$ cat src/rtl/axi_read_arbiter_rr.sv
`default_nettype none
// ============================================================================
// Module   : axi_read_arbiter_rr
// Purpose  : Read-channel arbiter between READ_MASTERS cache/prefetch read
//            masters and one external AXI read port. Round-robin or fixed
//            priority address grant, hardware-assigned ARID (= master index),
//            one address register stage, RDATA_DEPTH-entry read-data FIFO
//            routed back to masters by RID.
//            Optional feature macro: ARB_OUTSTANDING_LIMIT_EN (per-master
//            outstanding-burst limit of MAX_OUTSTANDING).
// Revision : 1.0 - initial release
// ============================================================================
module axi_read_arbiter_rr #(
  parameter int READ_MASTERS    = 3,
  parameter int ROUND_ROBIN     = 1,
  parameter int RDATA_DEPTH     = 2,
  parameter int MAX_OUTSTANDING = 2,
  parameter int ADDR_WIDTH      = 32,
  parameter int DATA_WIDTH      = 32
) (
  input  logic                             clk,
  input  logic                             rst_n,
  // external address channel
  output logic                             axi_arvalid,
  input  logic                             axi_arready,
  output logic [3:0]                       axi_arid,
  output logic [7:0]                       axi_arlen,
  output logic [ADDR_WIDTH-1:0]            axi_araddr,
  // external data channel
  input  logic                             axi_rvalid,
  output logic                             axi_rready,
  input  logic [3:0]                       axi_rid,
  input  logic                             axi_rlast,
  input  logic [DATA_WIDTH-1:0]            axi_rdata,
  // per-master address requests (flattened, master i at slice i)
  input  logic [READ_MASTERS-1:0]          mem_arvalid,
  output logic [READ_MASTERS-1:0]          mem_arready,
  input  logic [READ_MASTERS*8-1:0]        mem_arlen,
  input  logic [READ_MASTERS*ADDR_WIDTH-1:0] mem_araddr,
  // per-master responses: valid/ready per master, payload shared by all
  output logic [READ_MASTERS-1:0]          mem_rvalid,
  input  logic [READ_MASTERS-1:0]          mem_rready,
  output logic [3:0]                       mem_rid,
  output logic                             mem_rlast,
  output logic [DATA_WIDTH-1:0]            mem_rdata,
  // sticky: a beat arrived whose RID names no master
  output logic                             rid_error
);

  localparam int IDX_W = (READ_MASTERS > 1) ? $clog2(READ_MASTERS) : 1;
  localparam int PTR_W = $clog2(RDATA_DEPTH);

  // ---------------------------------------------------------------- address
  logic [READ_MASTERS-1:0] w_eligible;
  logic                    w_grant_valid;
  logic [IDX_W-1:0]        w_grant_idx;
  logic [7:0]              w_grant_len;
  logic [ADDR_WIDTH-1:0]   w_grant_addr;
  logic                    w_stage_ready;
  logic                    w_accept;
  int                      w_cand;

  logic [IDX_W-1:0]        r_last_grant;
  logic                    r_arvalid;
  logic [3:0]              r_arid;
  logic [7:0]              r_arlen;
  logic [ADDR_WIDTH-1:0]   r_araddr;

  // ---------------------------------------------------------------- data
  logic [3:0]              r_fifo_id   [RDATA_DEPTH];
  logic                    r_fifo_last [RDATA_DEPTH];
  logic [DATA_WIDTH-1:0]   r_fifo_data [RDATA_DEPTH];
  logic [PTR_W-1:0]        r_wr_ptr;
  logic [PTR_W-1:0]        r_rd_ptr;
  logic [PTR_W:0]          r_count;
  logic                    r_rready;
  logic                    r_rid_error;

  logic                    w_push;
  logic                    w_pop;
  logic                    w_head_valid;
  logic [3:0]              w_head_id;
  logic                    w_head_last;
  logic                    w_head_bad;
  logic                    w_target_ready;
  logic [PTR_W:0]          w_count_next;

`ifdef ARB_OUTSTANDING_LIMIT_EN
  localparam int CNT_W = $clog2(MAX_OUTSTANDING + 1);
  logic [CNT_W-1:0] r_outstanding [READ_MASTERS];

  // A master sitting at its burst limit drops out of arbitration
  generate
    for (genvar i = 0; i < READ_MASTERS; i++) begin : g_eligible
      assign w_eligible[i] = mem_arvalid[i] &&
                             (r_outstanding[i] != CNT_W'(MAX_OUTSTANDING));
    end
  endgenerate
`else
  assign w_eligible = mem_arvalid;
`endif

  // The stage accepts a new request when empty or draining this cycle
  assign w_stage_ready = axi_arready || !r_arvalid;
  assign w_accept      = w_grant_valid && w_stage_ready;

  // Pick the winner: lowest eligible index, or first eligible after last grant
  always_comb begin
    w_grant_valid = 1'b0;
    w_grant_idx   = '0;
    w_grant_len   = '0;
    w_grant_addr  = '0;
    w_cand        = 0;
    for (int k = 0; k < READ_MASTERS; k++) begin
      if (ROUND_ROBIN != 0) begin
        w_cand = (int'(r_last_grant) + 1 + k) % READ_MASTERS;
      end else begin
        w_cand = k;
      end
      if (!w_grant_valid && w_eligible[w_cand]) begin
        w_grant_valid = 1'b1;
        w_grant_idx   = IDX_W'(w_cand);
        w_grant_len   = mem_arlen[w_cand*8 +: 8];
        w_grant_addr  = mem_araddr[w_cand*ADDR_WIDTH +: ADDR_WIDTH];
      end
    end
  end

  // Only the winner sees ARREADY, and only when the stage can take it
  generate
    for (genvar i = 0; i < READ_MASTERS; i++) begin : g_arready
      assign mem_arready[i] = w_stage_ready && w_grant_valid &&
                              (w_grant_idx == IDX_W'(i));
    end
  endgenerate

  // Round-robin pointer moves only on an accepted grant
  always_ff @(posedge clk or negedge rst_n) begin
    if (!rst_n) begin
      r_last_grant <= IDX_W'(READ_MASTERS - 1);
    end else if (w_accept) begin
      r_last_grant <= w_grant_idx;
    end
  end

  // Address output stage; payload holds while the external slave stalls
  always_ff @(posedge clk or negedge rst_n) begin
    if (!rst_n) begin
      r_arvalid <= 1'b0;
      r_arid    <= '0;
      r_arlen   <= '0;
      r_araddr  <= '0;
    end else if (w_accept) begin
      r_arvalid <= 1'b1;
      r_arid    <= 4'(w_grant_idx);
      r_arlen   <= w_grant_len;
      r_araddr  <= w_grant_addr;
    end else if (axi_arready) begin
      r_arvalid <= 1'b0;
    end
  end

  assign axi_arvalid = r_arvalid;
  assign axi_arid    = r_arid;
  assign axi_arlen   = r_arlen;
  assign axi_araddr  = r_araddr;

  // ---------------------------------------------------------------- R FIFO
  assign w_push       = axi_rvalid && r_rready;
  assign w_head_valid = (r_count != '0);
  assign w_head_id    = r_fifo_id[r_rd_ptr];
  assign w_head_last  = r_fifo_last[r_rd_ptr];
  // 5-bit compare so READ_MASTERS=16 does not wrap
  assign w_head_bad   = ({1'b0, w_head_id} >= 5'(READ_MASTERS));

  // RREADY of the master addressed by the head beat
  always_comb begin
    w_target_ready = 1'b0;
    for (int i = 0; i < READ_MASTERS; i++) begin
      if (mem_rready[i] && (w_head_id == 4'(i))) begin
        w_target_ready = 1'b1;
      end
    end
  end

  // Unroutable beats are dropped as soon as they reach the head
  assign w_pop        = w_head_valid && (w_head_bad || w_target_ready);
  assign w_count_next = r_count + (PTR_W+1)'(w_push) - (PTR_W+1)'(w_pop);

  // Beat storage; contents are don't-care while the slot is empty
  always_ff @(posedge clk) begin
    if (w_push) begin
      r_fifo_id[r_wr_ptr]   <= axi_rid;
      r_fifo_last[r_wr_ptr] <= axi_rlast;
      r_fifo_data[r_wr_ptr] <= axi_rdata;
    end
  end

  // FIFO pointers, occupancy and registered external RREADY
  always_ff @(posedge clk or negedge rst_n) begin
    if (!rst_n) begin
      r_wr_ptr <= '0;
      r_rd_ptr <= '0;
      r_count  <= '0;
      r_rready <= 1'b1;
    end else begin
      if (w_push) r_wr_ptr <= r_wr_ptr + 1'b1;
      if (w_pop)  r_rd_ptr <= r_rd_ptr + 1'b1;
      r_count  <= w_count_next;
      r_rready <= (w_count_next != (PTR_W+1)'(RDATA_DEPTH));
    end
  end

  // Sticky bad-RID flag, raised the cycle after the bad beat is dropped
  always_ff @(posedge clk or negedge rst_n) begin
    if (!rst_n) begin
      r_rid_error <= 1'b0;
    end else if (w_pop && w_head_bad) begin
      r_rid_error <= 1'b1;
    end
  end

  assign axi_rready = r_rready;
  assign rid_error  = r_rid_error;
  assign mem_rid    = w_head_id;
  assign mem_rlast  = w_head_last;
  assign mem_rdata  = r_fifo_data[r_rd_ptr];

  generate
    for (genvar i = 0; i < READ_MASTERS; i++) begin : g_rvalid
      assign mem_rvalid[i] = w_head_valid && (w_head_id == 4'(i));
    end
  endgenerate

`ifdef ARB_OUTSTANDING_LIMIT_EN
  // Bursts in flight: up on accepted grant, down on popped RLAST beat
  always_ff @(posedge clk or negedge rst_n) begin
    if (!rst_n) begin
      for (int i = 0; i < READ_MASTERS; i++) begin
        r_outstanding[i] <= '0;
      end
    end else begin
      for (int i = 0; i < READ_MASTERS; i++) begin
        if ((w_accept && (w_grant_idx == IDX_W'(i))) &&
            !(w_pop && !w_head_bad && w_head_last && (w_head_id == 4'(i)))) begin
          r_outstanding[i] <= r_outstanding[i] + 1'b1;
        end else if (!(w_accept && (w_grant_idx == IDX_W'(i))) &&
                     (w_pop && !w_head_bad && w_head_last && (w_head_id == 4'(i)))) begin
          r_outstanding[i] <= r_outstanding[i] - 1'b1;
        end
      end
    end
  end
`endif

endmodule
`default_nettype wire

$ cat config.mk
export PLATFORM = sky130hd
export DESIGN_NAME = axi_read_arbiter_rr
export DESIGN_NICKNAME = d
export VERILOG_FILES = /design/src/rtl/axi_read_arbiter_rr.sv
export SDC_FILE = /design/constraint.sdc
export NUM_CORES = 1
export LEC_CHECK = 0
export BUFFER_PORTS_ARGS = -buffer_cell sky130_fd_sc_hd__buf_4
export CAP_MARGIN = 10
export CORE_MARGIN = 3
export CORE_UTILIZATION = 57
export DETAILED_ROUTE_END_ITERATION = 12
export PLACE_DENSITY = 0.95
export SLEW_MARGIN = 40
export SYNTH_ARGS = -nofsm -noshare
export SYNTH_HDL_FRONTEND = slang
export SYNTH_SLANG_ARGS = --single-unit
$ cat constraint.sdc
create_clock -name clk -period 5.51 [get_ports clk]
set_clock_uncertainty 0.15 [all_clocks]
set_input_delay 1.102 -clock clk [delete_from_list [all_inputs] [get_ports clk]]
set_output_delay 1.102 -clock clk [all_outputs]
set_load 0.01 [all_outputs]
Word level (Yosys, flattened, before mapping) --
Memory sizes are Yosys's and may differ from the RTL's. Cells that the tools add are included. W data, S select, Z words.
Cells by class: reduce and logical (&&, ||, !) cells 24, bitwise gates (word level) 0, shift operators 6, muxes and demuxes 28, order comparisons 4, multipliers 0, divide/modulo/power cells 3, $add $sub $neg 7, equality and inequality tests 5
Operators by type and width (number):
- $shiftx A96 B32 Y32 | 3
- $lt A32 B4 Y1 const B | 3
- $mod A32 B3 Y32 const B | 3
- $mux W32 | 3
- $shiftx A24 B32 Y8 | 3
- $add A32 B2 Y32 const B | 1
- $mux W8 | 3
- $mux W1 | 16
- $logic_and A1 B1 Y1 | 15
- $bmux W1 S2 | 3
- $mux W2 | 3
- $add A3 B2 Y4 const B | 1
- $eq A4 B1 Y1 const B | 1
- $eq A4 B2 Y1 const B | 1
- $ge A4 B2 Y1 const B | 1
- $logic_not A4 Y1 | 1
- $reduce_bool A2 Y1 | 2
- $add A2 B1 Y3 const B | 1
- $logic_not A1 Y1 | 3
- $add A1 B1 Y1 const B | 2
- $add A2 B1 Y2 | 1
- $eq A2 B1 Y1 const B | 1
- $eq A2 B2 Y1 const B | 1
- $logic_not A2 Y1 | 1
- other kinds (3) | 4
Storage, ports and cells: word-level logic and storage cells 90, ROM bits 0, input port bits 167, flip-flop bits (word level) 51, memories 3, latch bits 0, bits in writable memories 74, output and inout bits 90
Memory list:
- r_fifo_data | depth 2, bits a word 32, rd ports 1, clocked after Yosys merged registers in 0, wr ports 1, RTL line 72 | logic [DATA_WIDTH-1:0] r_fifo_data [RDATA_DEPTH];
- r_fifo_id | depth 2, bits a word 4, rd ports 1, clocked after Yosys merged registers in 0, wr ports 1, RTL line 70 | logic [3:0] r_fifo_id [RDATA_DEPTH];
- r_fifo_last | depth 2, bits a word 1, rd ports 1, clocked after Yosys merged registers in 0, wr ports 1, RTL line 71 | logic r_fifo_last [RDATA_DEPTH];

Longest topological paths before layout --
depth in word-level cells 14, depth in mapped cells 13, mapped depth without buffers 12

Worst setup path after synthesis --
No wires, ideal clock.
kind input to output, start point in mem_arvalid[1], end point out mem_arready[0], path slack 1.812 ns, arrival 2.446 ns, data required time 4.258 ns, stages on the path 7, path buffers 2, cells stage by stage buf_2 -> or2_2 -> o21ai_1 -> a211oi_2 -> clkbuf_1 -> inv_1 -> nor3b_1
On the way: cells in the longest elaborated chain, start to end 12, elaborated cells between the ends (all ways) 22, those cells by class mux (15); reduce/logical (7)
Ends and longest elaborated chain:
- start: declaration | RTL line 36 | input logic [READ_MASTERS-1:0] mem_arvalid,
- $bmux W1 S2 | RTL line 120 | if (!w_grant_valid && w_eligible[w_cand]) begin
- $mux W1 (not written as such) (2 in a row) | RTL line 120
- $mux W1 | RTL line 120
- $logic_not A1 Y1 | RTL line 120
- $logic_and A1 B1 Y1 | RTL line 120
- $mux W1 | RTL line 120
- $logic_not A1 Y1 | RTL line 120
- $logic_and A1 B1 Y1 | RTL line 120
- $mux W2 / $mux W1 (equally long branches) | RTL line 120
- $logic_not A2 Y1 / $logic_and A1 B1 Y1 (equally long branches) | RTL line 133, 132
- $logic_and A1 B1 Y1 (*) | RTL line 132 | assign mem_arready[i] = w_stage_ready && w_grant_valid &&
- end: declaration | RTL line 37 | output logic [READ_MASTERS-1:0] mem_arready,
Every way passes the cells marked *; elsewhere a longest branch is shown, timed or not. The select of a mux whose other input is x is not followed.

Worst setup path after layout --
start point reg r_last_grant[0], end point out mem_arready[1]
On the way: cells in the longest elaborated chain, start to end 14, elaborated cells between the ends (all ways) 28, those cells by class add/sub (3); div (3); eq/ne (1); mux (15); reduce/logical (6)
Ends and longest elaborated chain:
- start: declaration | RTL line 63 | logic [IDX_W-1:0] r_last_grant;
- start signal: assignment | RTL line 140 | r_last_grant <= IDX_W'(READ_MASTERS - 1);
- start signal: assignment | RTL line 142 | r_last_grant <= w_grant_idx;
- $add A2 B1 Y3 (*) | RTL line 116 | w_cand = (int'(r_last_grant) + 1 + k) % READ_MASTERS;
- branches (longest 12 deep; another with $add A32 B2 Y32)
- $logic_and A1 B1 Y1 (*) | RTL line 132
Every way passes the cells marked *. The select of a mux whose other input is x is not followed.

==> results.sh <==
export IMPL_status="completed"
export IMPL_ios=257
export IMPL_fin_ws_ns=0.927
export IMPL_cts_hold_buf=0
export IMPL_chipWidth_um=127
export IMPL_dieArea_um2=16100
export IMPL_cts_tree="built"
export IMPL_tightest_slew_ns=0.804
export IMPL_startpoint_type="flip-flop"
export IMPL_ir_drop_uv=391
export IMPL_synthCells=831
export IMPL_grt_max_degree=58
export IMPL_area_growth_pct=32.5
export IMPL_dpl_cell_area_um2=10500
export IMPL_gr_total_overflow=0
export IMPL_cts_resized_gates=0
export IMPL_period_share=0.832
export IMPL_clock_path_buffers=2
export IMPL_ys_seq_area_frac=0.416
export IMPL_synth_edf_count=74
export IMPL_ant_nets=0
export IMPL_finalSetupViolations=0
export IMPL_multiInputGateArea_um2=4560
export IMPL_drive_above_1_share=0.344
export IMPL_netlist_top_cells_count="mux2i_1 (124), nand2_1 (101), edfxtp_1 (74)"
export IMPL_critPathMaxStageDelay_ns=0.67
export IMPL_io_buffer_count=254
export IMPL_hp_class="reg2reg"
export IMPL_die_y_um=127
export IMPL_synth_seq_cells=124
export IMPL_synth_most_common_cell="mux2i_1"
export IMPL_postSynthAreaPerCell_um2=10.0
export IMPL_powerDensity_nw_per_um2=555
export IMPL_vias=8041
export IMPL_dr_pass1_iters=7
export IMPL_arrival_ns=3.33
export IMPL_maxCapViolCount=0
export IMPL_tns_ns=0
export IMPL_hold_viol=0
export IMPL_numClockSinks=124
export IMPL_synth_area_um2=8350
export IMPL_cp_top_family="buffers and inverters"
export IMPL_fp_coreArea_um2=14100
export IMPL_synth_top_flop_cell="edfxtp_1"
export IMPL_fin_area_um2=11100
export IMPL_yosys_top_cells_area="edfxtp_1 (27%), mux2i_1 (15%), dfrtp_1 (14%), mux2_2 (5.0%), nand2_1 (4.5%)"
export IMPL_post_cts_buffers=0
export IMPL_yosysUniqueCellTypes=55
export IMPL_h_tree_depth=4
export IMPL_critPathBufInv=3
export IMPL_clockRootBuffer="clkbuf_16"
export IMPL_antenna_cells=0
export IMPL_slew_headroom=0.464
export IMPL_path_cells="inv_1, ha_1, clkinv_1, a211oi_4, nor3b_1, buf_4"
export IMPL_yosysTopAreaCell="edfxtp_1"
export IMPL_finalCriticalPeriod_ns=4.58
export IMPL_drt_total_wl_mm=27.1
export IMPL_dp_cells=1211
export IMPL_grt_pass1_vias=8011
export IMPL_crit_fanout=14
export IMPL_cpMaxStageDelayCell="ha_1"
export IMPL_finalNonFillerCells=1243
export IMPL_drt_iter0_drc=857
export IMPL_rows=43
export IMPL_routedWlPerCell_um=21.8
export IMPL_initial_core_util=0.592
export IMPL_slew_violations=0
export IMPL_via_per_inst=6.47
export IMPL_required_ns=4.26
export IMPL_p_leak_nw=4.45
export IMPL_grt_first_pass_wirelength_mm=42.3
export IMPL_max_freq_mhz=218
export IMPL_cts_made_buffers=17
export IMPL_antenna_found_initial=0
export IMPL_nFillCells=910
export IMPL_drc=0
export IMPL_gp_congestion=0.852
export IMPL_critical_path_class="reg2out"
export IMPL_grtUsageTotal=0.329
export IMPL_path_clk_slew_ns=0.06
export IMPL_yosysWarnings=0
export IMPL_ys_async_sr_fraction=0.403
export IMPL_clock_latency_ns=0.42
export IMPL_grt_setup_unrepaired="no"
export IMPL_place_detailed_hpwl_mm=18.4
export IMPL_final_nets=1230
export IMPL_setup_worst_path_end_class="primary output"
export IMPL_seq_area_um2=3480
export IMPL_yosys_area_top_type_share=0.266
export IMPL_place_ws_ns=1.37
## cell families (layout without fill, tap and decap cells)
logic type / after synthesis / after routing / share of synthesized area
other cells: 1 / 2 / 0.000449
mux: 162 / 162 / 0.200
compound gates: 268 / 268 / 0.217
fa+ha+maj: 13 / 13 / 0.0195
flops: 124 / 124 / 0.416
simple gates: 167 / 167 / 0.0907
xor+xnor: 6 / 6 / 0.00630
buf+inv: 90 / 321 / 0.0490
## layout by cell type, fill, tap and decap left out, drive strengths merged, types with 4 or more instances in the layout
cell and instances:
a21oi 59, a22oi 27, a2bb2oi 28, a41oi 13, buf 276, clkbuf 18, clkinv 6, dfrtp 48
edfxtp 74, ha 13, inv 15, mux2 38, mux2i 124, nand2 101, nor2 26, nor2b 15
nor3 4, nor3b 4, o21ai 60, o22ai 27, o2bb2ai 40, xnor2 4
## flip-flops by register name, indices dropped and copies added (netlist names)
signal and cells:
axi_araddr 32, r_fifo_id 8, axi_arid 1, r_rd_ptr 1
axi_rready 1, r_count 2, r_wr_ptr 1, r_fifo_last 2
r_last_grant 2, r_fifo_data 64, axi_arlen 8, rid_error 1
axi_arvalid 1
## path summary, 6_finish.rpt
path                                        startpoint                         end  slack (ns)  cells after the start
max                        r_last_grant[0]$_DFFE_PN0P_              mem_arready[1]        0.93                      6
min                              rid_error$_DFFE_PN0P_       rid_error$_DFFE_PN0P_        0.33                      1
min reg2reg                      rid_error$_DFFE_PN0P_       rid_error$_DFFE_PN0P_        0.33                      1
min in group asynchronous                        rst_n   axi_araddr[4]$_DFFE_PN0P_        0.58                      1
max reg2reg                r_last_grant[0]$_DFFE_PN0P_  axi_araddr[17]$_DFFE_PN0P_        1.23                      9
max in group asynchronous                        rst_n        r_rd_ptr$_DFFE_PN0P_        4.11                      1
## cell type report
type | count | share of cell area
clock buffer | 18 | 0.0388
clock inverter | 14 | 0.0153
inverter | 13 | 0.00441
multi-input combinational | 618 | 0.412
sequential | 124 | 0.314
tap | 180 | 0.0204
timing repair buffer | 276 | 0.195
## metal layers
metal  up-vias  track usage  share of wire
met5         -            0              0
met4         0        0.160          0.042
met3        87       0.0778           0.11
met2       588        0.551           0.49
met1      3791        0.401           0.36
li1       3575            -              -
## metrics by stage
step	total power [mW]	util	hold slack, ns
finish	6.13	0.785	0.333
global route	6.45	0.785	0.352
CTS	6.08	0.784	0.329
detailed placement	4.90	0.741	0.313
global placement	4.67	0.732	0.313
floorplan	3.64	-	0.311
## worst reg2reg max path: cells and delay by family (launching register included)
kind	cells	cell delay [ns]
AO/OA/AOI/OAI	3	0.55
adder cells (fa/ha/maj)	1	0.67
buffers and inverters	4	1.55
flip-flops	1	0.57
AND/OR/NAND/NOR	1	0.71
## report_power, final
part           internal, mW  switching, mW  total (mW)
Sequential             1.32          0.216        1.54
Clock                 0.712          0.430        1.14
Combinational          1.52           1.93        3.45
Total                  3.56           2.58        6.13
(Power assumes the default switching activity.)
